`src/rtl/uart_rx_fifo.sv`:
```
// uart_rx_fifo: receive buffer between the basic UART receiver and the 6850 bus-side
// register logic. Each byte held in the UART's single-entry receive register
// (rdr/rdrf) is captured, acknowledged with a one-cycle rdrrd pulse, and written
// into a circular FIFO. The head entry is presented first-word-fall-through.
//
// Optional build macro: UART_RX_FIFO_FE_TAG_EN
//   When defined, each entry also stores the frame-error bit (fe) and the head tag
//   is presented on rd_fe. When undefined, fe is unused and rd_fe does not exist.
//
// Ports:
//   clk        in   system clock, rising edge
//   rstn       in   asynchronous active-low reset
//   rdr        in   received character from the UART
//   rdrf       in   UART receive register full
//   fe         in   UART frame-error flag, sampled only on capture edges
//   rdrrd      out  one-cycle acknowledge to the UART (clears its rdrf)
//   rd_data    out  head-of-FIFO character, valid while rd_valid=1 (0 when empty)
//   rd_fe      out  head-of-FIFO frame-error tag (macro builds only)
//   rd_valid   out  FIFO not empty
//   rd_pop     in   consume head entry; ignored when empty
//   count      out  number of stored entries, 0..2**DEPTH_LOG2
//   thresh_hit out  count >= THRESH
//   ovr        out  sticky overrun flag
//   ovr_clr    in   clears ovr (a simultaneous new overrun wins)
//   flush      in   synchronous empty of the FIFO
module uart_rx_fifo #(
  parameter int unsigned DATA_WIDTH = 8,
  parameter int unsigned DEPTH_LOG2 = 4,
  parameter int unsigned THRESH     = 12
) (
  input  logic                  clk,
  input  logic                  rstn,
  input  logic [DATA_WIDTH-1:0] rdr,
  input  logic                  rdrf,
  input  logic                  fe,
  output logic                  rdrrd,
  output logic [DATA_WIDTH-1:0] rd_data,
`ifdef UART_RX_FIFO_FE_TAG_EN
  output logic                  rd_fe,
`endif
  output logic                  rd_valid,
  input  logic                  rd_pop,
  output logic [DEPTH_LOG2:0]   count,
  output logic                  thresh_hit,
  output logic                  ovr,
  input  logic                  ovr_clr,
  input  logic                  flush
);

  localparam int unsigned          Depth     = 1 << DEPTH_LOG2;
  localparam logic [DEPTH_LOG2:0]  DepthCnt  = (DEPTH_LOG2 + 1)'(Depth);
  localparam logic [DEPTH_LOG2:0]  ThreshCnt = (DEPTH_LOG2 + 1)'(THRESH);
`ifdef UART_RX_FIFO_FE_TAG_EN
  localparam int unsigned          EntryW    = DATA_WIDTH + 1;
`else
  localparam int unsigned          EntryW    = DATA_WIDTH;
`endif

  // Storage is not reset; only pointers and count define which entries are live.
  logic [EntryW-1:0]     mem_q [Depth];

  logic [DEPTH_LOG2-1:0] wr_ptr_q, wr_ptr_d;
  logic [DEPTH_LOG2-1:0] rd_ptr_q, rd_ptr_d;
  logic [DEPTH_LOG2:0]   count_q, count_d;
  logic                  rdrrd_q, rdrrd_d;
  logic                  ovr_q, ovr_d;
  logic                  thresh_q, thresh_d;

  logic                  capture;
  logic                  pop;
  logic                  full;
  logic                  push;
  logic                  drop;
  logic [EntryW-1:0]     wr_entry;
  logic [EntryW-1:0]     head_entry;

  // ---------------------------------------------------------------------------
  // Entry formatting
  // ---------------------------------------------------------------------------
`ifdef UART_RX_FIFO_FE_TAG_EN
  assign wr_entry = {fe, rdr};
`else
  logic unused_fe;
  assign unused_fe = fe;
  assign wr_entry  = rdr;
`endif

  // ---------------------------------------------------------------------------
  // Transfer qualification
  // ---------------------------------------------------------------------------
  // rdrf stays high during the acknowledge cycle, so the registered rdrrd masks it
  // to avoid capturing the same character twice.
  assign capture = rdrf & ~rdrrd_q;
  assign pop     = rd_pop & (count_q != '0);
  assign full    = (count_q == DepthCnt);
  // A pop on the same edge frees a slot, so a full FIFO can still accept.
  assign push    = capture & ~flush & (~full | pop);
  // Flush discards a coincident capture without flagging overrun.
  assign drop    = capture & ~flush & full & ~pop;

  // ---------------------------------------------------------------------------
  // Next-state logic
  // ---------------------------------------------------------------------------
  always_comb begin
    wr_ptr_d = wr_ptr_q;
    rd_ptr_d = rd_ptr_q;
    count_d  = count_q;
    rdrrd_d  = capture;
    ovr_d    = ovr_q;

    if (flush) begin
      wr_ptr_d = '0;
      rd_ptr_d = '0;
      count_d  = '0;
    end else begin
      if (push) begin
        wr_ptr_d = wr_ptr_q + 1'b1;
      end
      if (pop) begin
        rd_ptr_d = rd_ptr_q + 1'b1;
      end
      unique case ({push, pop})
        2'b10:   count_d = count_q + 1'b1;
        2'b01:   count_d = count_q - 1'b1;
        default: count_d = count_q;
      endcase
    end

    // Set has priority over clear.
    if (drop) begin
      ovr_d = 1'b1;
    end else if (ovr_clr) begin
      ovr_d = 1'b0;
    end

    // Derived from count_d so the registered flag always matches count.
    thresh_d = (count_d >= ThreshCnt);
  end

  // ---------------------------------------------------------------------------
  // State registers
  // ---------------------------------------------------------------------------
  always_ff @(posedge clk or negedge rstn) begin
    if (!rstn) begin
      wr_ptr_q <= '0;
      rd_ptr_q <= '0;
      count_q  <= '0;
      rdrrd_q  <= 1'b0;
      ovr_q    <= 1'b0;
      thresh_q <= 1'b0;
    end else begin
      wr_ptr_q <= wr_ptr_d;
      rd_ptr_q <= rd_ptr_d;
      count_q  <= count_d;
      rdrrd_q  <= rdrrd_d;
      ovr_q    <= ovr_d;
      thresh_q <= thresh_d;
    end
  end

  always_ff @(posedge clk) begin
    if (push) begin
      mem_q[wr_ptr_q] <= wr_entry;
    end
  end

  // ---------------------------------------------------------------------------
  // Outputs
  // ---------------------------------------------------------------------------
  assign head_entry = mem_q[rd_ptr_q];

  // Head data is forced to zero while empty so reset and idle outputs are defined
  // even though storage is never initialised.
  assign rd_valid   = (count_q != '0);
  assign rd_data    = rd_valid ? head_entry[DATA_WIDTH-1:0] : '0;
`ifdef UART_RX_FIFO_FE_TAG_EN
  assign rd_fe      = rd_valid ? head_entry[DATA_WIDTH] : 1'b0;
`endif
  assign count      = count_q;
  assign thresh_hit = thresh_q;
  assign ovr        = ovr_q;
  assign rdrrd      = rdrrd_q;

endmodule

```
`config.mk`:
```
export PLATFORM = sky130hd
export DESIGN_NAME = uart_rx_fifo
export DESIGN_NICKNAME = d
export VERILOG_FILES = /design/src/rtl/uart_rx_fifo.sv
export SDC_FILE = /design/constraint.sdc
export NUM_CORES = 1
export LEC_CHECK = 0
export CORE_UTILIZATION = 52
export DETAILED_ROUTE_END_ITERATION = 12
export PLACE_DENSITY = 0.71
export REMOVE_ABC_BUFFERS = 1
export SYNTH_ARGS = -nofsm -noshare
export SYNTH_HDL_FRONTEND = slang
export SYNTH_SLANG_ARGS = --single-unit
export TNS_END_PERCENT = 30
```
`constraint.sdc`:
```
create_clock -name clk -period 3.23 [get_ports clk]
set_input_delay 0.646 -clock clk [delete_from_list [all_inputs] [get_ports clk]]
set_output_delay 0.646 -clock clk [all_outputs]
set_load 0.02 [all_outputs]
```
==> run_results.csv, run 1 <==
group,metric,value,unit
layout,n_fill_cell,766,
critical_path,worstReg2RegStart,"count[3]",
critical_path,reg2reg_depth,9,
timing,rsz0062_at_grt,"yes",
timing,whs,0.531,ns
cts,hold_buffers,0,
layout,n_antenna_cell,0,
power_and_ir_drop,p_total,5590,µW
power_and_ir_drop,power.leakage,0.00247,µW
run,cap_violations,0,
detailed_routing,avgViaCountPerCell,5.93,
synth,synth-edff-count,128,
timing,slew_headroom,0.506,
power_and_ir_drop,ir_drop,0.493,mV
critical_path,cp_max_fo,17,
critical_path,path_class,"reg2out",
detailed_routing,drt-pass1-iter-count,4,
critical_path,r2r_setup_slack,0.40,ns
global_route,track_usage,0.223,
cts,h-tree-depth,4,
power_and_ir_drop,power_density,773,mW/mm²
floorplanning,die_h,109,µm
floorplanning,die_w,109,µm
global_route,grt_overflow_total,0,
critical_path,startpoint,"rd_ptr_q[0]",
floorplanning,initial_core_util,0.543,
synth,synth_cell_types,44,
synth,yosysTopAreaCell,"edfxtp_1",
layout,area_delta_synth_final,20.8,%
timing,clock.fmax,316,MHz
floorplanning,rows,38,
critical_path,start_kind,"flop",
critical_path,cp.arrival,2.52,ns
placement,port_buffers,30,
timing,finalMaxSlewViolations,0,
placement,dp_hpwl,7620,µm
synth,synth-seq-cells,144,
placement,gp_congestion,0.783,
synth,synth_top_cell_area_share,0.642,
cts,cts_sinks,144,
global_route,grt_max_degree,36,
synth,ys.flop_type,"edfxtp_1",
critical_path,end_kind,"output pin",
cts,numCtsBuffers,17,
cts,clk_path_buf_depth,2,
timing,skew,0.00787,ns
outcome,status,"finished clean",
critical_path,required,2.58,ns
layout,fin_nets,402,
critical_path,rr_endpoint,"thresh_hit",
synth,synthArstFlopShare,0.111,
layout,multi_input_area,0.00162,mm²
layout,seq_area,0.00425,mm²
critical_path,crit_path_end,"rd_data[4]",
detailed_routing,ant_nets,0,
cts,clockRootBuffer,"clkbuf_16",
layout,drive_above_1_share,0.294,
synth,netlist_top_cells_area,"edfxtp_1, mux4_2, dfrtp_1, and2_1, ha_1",
detailed_routing,via_count,3168,
synth,postSynthCellCount,315,
cts,cts_tree,"done",
floorplanning,dieArea,0.0119,mm²
timing,period_minus_slack,3.16,ns
timing,setup_viol,0,
worst_hold_path,hold_class,"reg2reg",
synth,ys_seq_area_frac,0.709,
detailed_routing,wl_per_cell,22.0,µm
detailed_routing,drc,0,
timing,worstMarginPinSlew,0.738,ns
floorplanning,io-pin-count,32,
cts,clk_latency,0.41,ns
global_route,grt_pass1_vias,3234,
synth,netlist_area,0.00599,mm²
cts,cts.reportedPaths.clkPinSlew,0.06,ns
global_route,antenna_found_initial,0,
floorplanning,core,0.0110,mm²
synth,ys.warnings.count,0,
detailed_routing,drtIter0Drc,300,
timing,post-route-period-util,0.980,
synth,avgSynthCellArea,19.0,µm²
detailed_routing,wl,11700,µm
global_route,grt_pass1_wl,18300,µm
timing,finalHoldViolCount,0,
metal layers:
layer | vias to the layer above | routed length (µm) | part of all wire | global-route usage
met4 | 0 | 261 | 0.022 | 0.0924
met3 | 21 | 736 | 0.063 | 0.0551
met1 | 1633 | 4980 | 0.42 | 0.315
met2 | 115 | 5750 | 0.49 | 0.336
li1 | 1399 | - | - | -
met5 | - | 0 | 0 | 0
area by class of cell:
type,count,area share
Timing Repair Buffer,65,0.0825
Clock inverter,15,0.0187
Clock buffer,17,0.0588
Sequential cell,144,0.587
Tap cell,140,0.0242
Inverter,10,0.00519
Multi-Input combinational cell,143,0.224
metrics by stage:
stage / worst slack (ns) / util / instance area (µm²) / TNS [ns] / std cells
2_1_floorplan: -0.175 / - / 5900 / -1.40 / 297
3_3_place_gp: 0.122 / 0.604 / 6670 / 0 / 501
3_5_place_dp: 0.0251 / 0.604 / 6670 / 0 / 501
4_1_cts: 0.000231 / 0.654 / 7220 / 0 / 533
5_1_grt: -0.0109 / 0.656 / 7230 / -0.0109 / 534
6_report: 0.0656 / 0.656 / 7230 / 0 / 534
cells by family after synthesis:
group | share of synthesized area
DFF | 0.709
adders and majority gates | 0.0125
buffers and inverters | 0.0213
and+or+nand+nor | 0.0646
xor gates and xnor gates | 0.0102
muxes | 0.155
AOI/OAI and AO/OA | 0.0272
sequential cells by signal, summed over array words and instances (netlist names):
name,flops
rdrrd,1
ovr,1
rd_ptr_q,4
mem_q,128
wr_ptr_q,4
count,5
thresh_hit,1
how the worst min path moves through the flow:
stage	startpoint	to	slack [ns]	cells past startpoint
final	ovr	ovr	0.53	2
after global routing	ovr	ovr	0.56	2
after detailed placement	ovr	ovr	0.53	2
after CTS	ovr	ovr	0.54	2
after global placement	ovr	ovr	0.52	2
after floorplan	rstn	count[0]	0.35	0
worst max-delay path: stages, from the launching register on:
cell and delay [ns]:
dfrtp_2 0.41, buf_12 0.19, mux4_2 0.57, mux4_2 0.48
and2_1 0.17, clkdlybuf4s15_1 0.28
synth_stat cells, drive strengths merged, types with 2 or more instances:
cell type	number
xor2	4
nor2b	2
ha	6
inv	10
nor3b	2
nor2	16
nand4	2
o21ai	4
a21oi	3
dfrtp	16
edfxtp	128
mux4	40
a22oi	2
buf	10
nor4	2
nor3	6
mux2i	3
a31oi	2
clkbuf	8
nor4b	2
nand3	5
o2111ai	2
and2	16
xnor2	3
nand2	8
layout by cell type (no fill, tap or decap), types with 2 or more instances in the layout:
cell type,n
xnor2_1,3
ha_1,6
o21ai_0,3
buf_12,3
nor2_1,16
o2111ai_1,2
nor2b_1,2
mux4_2,40
xor2_1,4
clkinv_2,5
and2_1,16
clkdlybuf4s50_1,22
mux2i_1,3
nand3_1,5
dlygate4sd2_1,3
a22oi_1,2
clkdlybuf4s15_1,5
clkinv_4,3
inv_1,10
nand2_1,7
nor4b_1,2
dfrtp_1,15
a21oi_1,3
clkbuf_16,17
inv_6,4
edfxtp_1,128
buf_4,32
nor3_1,6
nor3b_1,2
nand4_1,2
repair_timing:
action	CTS	global route
gates resized for setup	8	5
buffers inserted	0	1
pin swaps	0	0
hold endpoints to repair	0	0
setup endpoints to repair	8	6
power breakdown:
part           internal, µW  switching [µW]
logic                   776             783
clock network          1070             774
registers              2090             101
Note: power is estimated with default switching activity, not from simulation.
==> inputs of run 2 (changes only) <==
--- a/config.mk
+++ b/config.mk
@@ -9,3 +9,3 @@
 export DETAILED_ROUTE_END_ITERATION = 12
-export PLACE_DENSITY = 0.71
+export PLACE_DENSITY = 0.68
 export REMOVE_ABC_BUFFERS = 1
--- a/constraint.sdc
+++ b/constraint.sdc
@@ -3,2 +3,2 @@
 set_output_delay 0.646 -clock clk [all_outputs]
-set_load 0.02 [all_outputs]
+set_load 0.1 [all_outputs]
==> run_results.csv, run 2 (same netlist as run 1, synthesis figures left out) <==
group,metric,value,unit
floorplanning,die_w,109,µm
worst_hold_path,hold_start,"ovr",
timing,whs,0.528,ns
floorplanning,dieArea,0.0119,mm²
critical_path,startpoint,"rd_ptr_q[0]",
critical_path,path_class,"reg2out",
layout,fin_nets,405,
detailed_routing,wl,12200,µm
run,cap_violations,0,
critical_path,required,2.58,ns
floorplanning,rows,38,
critical_path,critPathMaxStageDelay,0.52,ns
critical_path,cp_num_buf_inv,3,
placement,port_buffers,30,
critical_path,end_kind,"output pin",
layout,largest_reg_flops,128,
layout,final_common_cell,"edfxtp_1",
detailed_routing,drt-pass1-iter-count,4,
cts,cts_sinks,144,
timing,period_minus_slack,3.16,ns
power_and_ir_drop,power_density,934,mW/mm²
detailed_routing,avgViaCountPerCell,5.88,
critical_path,critPathTopFamily,"multiplexers",
global_route,grt_pass1_wl,18400,µm
layout,n_antenna_cell,0,
layout,final_cell_mix,"edfxtp_1, mux4_2, buf_4",
critical_path,cp.arrival,2.51,ns
cts,cts_tree,"done",
layout,area_delta_synth_final,24.2,%
cts,clk_path_buf_depth,2,
critical_path,start_kind,"flop",
timing,finalMaxSlewViolations,0,
outcome,status,"finished clean",
detailed_routing,wl_met3,596,µm
floorplanning,die_h,109,µm
timing,post-route-period-util,0.978,
timing,slew_headroom,0.504,
detailed_routing,via_count,3139,
timing,fin_ws,0.0723,ns
global_route,grt_max_degree,24,
timing,worstMarginPinSlew,0.742,ns
critical_path,slowest_stage,"mux4_2",
detailed_routing,met2_length,6220,µm
power_and_ir_drop,power.leakage,0.00256,µW
detailed_routing,wl_per_cell,22.9,µm
cts,hold_buffers,0,
global_route,grt_pass1_vias,3172,
layout,regMostFlops,"mem_q",
floorplanning,io-pin-count,32,
layout,post-route-util,0.674,
detailed_routing,ant_nets,0,
detailed_routing,top_layer_used,"met4",
worst_hold_path,hold_class,"reg2reg",
timing,setup_viol,0,
global_route,grt_overflow_total,0,
floorplanning,core,0.0110,mm²
cts,numCtsBuffers,17,
timing,clock.fmax,317,MHz
timing,skew,0.00681,ns
cts,h-tree-depth,4,
detailed_routing,drtIter0Drc,180,
critical_path,crit_cells,6,
global_route,antenna_found_initial,0,
placement,gp_congestion,0.776,
cts,clk_latency,0.41,ns
critical_path,reg2reg_depth,9,
critical_path,cp_max_fo,6,
critical_path,r2r_setup_slack,0.25,ns
global_route,track_usage,0.223,
placement,pre_cts_ws,0.0579,ns
critical_path,crit_chain,"buf_12, buf_4, mux4_2, mux4_2, and2_1, buf_12",
layout,drive_above_1_share,0.335,
detailed_routing,wl_met1,5310,µm
floorplanning,initial_core_util,0.543,
detailed_routing,drc,0,
cts,cts.reportedPaths.clkPinSlew,0.06,ns
critical_path,rr_endpoint,"thresh_hit",
critical_path,worstReg2RegStart,"count[3]",
cts,clockRootBuffer,"clkbuf_16",
power_and_ir_drop,ir_drop,0.850,mV
placement,dp_hpwl,7830,µm
timing,finalHoldViolCount,0,
critical_path,crit_path_end,"rd_data[4]",
run 2: cell type report:
cell class	instances	area, µm²
fill	743	3590
clock buffer	18	429
multi-input combinational	143	1620
sequential	144	4250
clock inverter	11	168
inverter	10	37.5
tap	140	175
timing repair buffer	68	766
run 2: how the worst min path moves through the flow:
stage | slack, ns | cells after the start | end
2_1_floorplan | 0.35 | 0 | count[0]
3_3_place_gp | 0.52 | 2 | ovr
3_5_place_dp | 0.52 | 2 | ovr
4_1_cts | 0.53 | 2 | ovr
5_1_grt | 0.57 | 2 | ovr
6_report | 0.53 | 2 | ovr
run 2: metrics by stage:
stage                     TNS (ns)  cell area [µm²]  total power, µW  cells
after global routing      -0.00165             7440             7160    534
after floorplan              -3.56             5900             4040    297
after detailed placement         0             6760             4870    500
after CTS                        0             7370             6880    531
after global placement           0             6760             4840    500
final                            0             7440             6950    534
run 2: worst reg2reg max path, cell delays in order, from the launching register on:
cell       delay [ns]
dfrtp_1          0.51
or4_4            0.62
o211ai_4         0.25
xnor2_1          0.10
ha_1             0.24
nor4_1           0.28
o2111ai_1        0.21
a22oi_1          0.22
mux2i_1          0.31
o41ai_2          0.12
run 2: power by group:
part	total, µW	internal (µW)	switching (µW)
combinational	2760	1040	1720
clock	1990	1280	716
sequential	2190	2090	107
run 2: layer usage:
metal  vias up  global-route usage
met5         -                   0
met1      1637               0.314
met2        85               0.350
met3         9              0.0516
li1       1408                   -
met4         0              0.0743
run 2: repair_timing:
| action | CTS | global route |
|---|---|---|
| endpoints found under the setup margin | 8 | 7 |
| setup buffers | 2 | 1 |
| resized for setup | 1 | 0 |
| gates cloned | 0 | 2 |
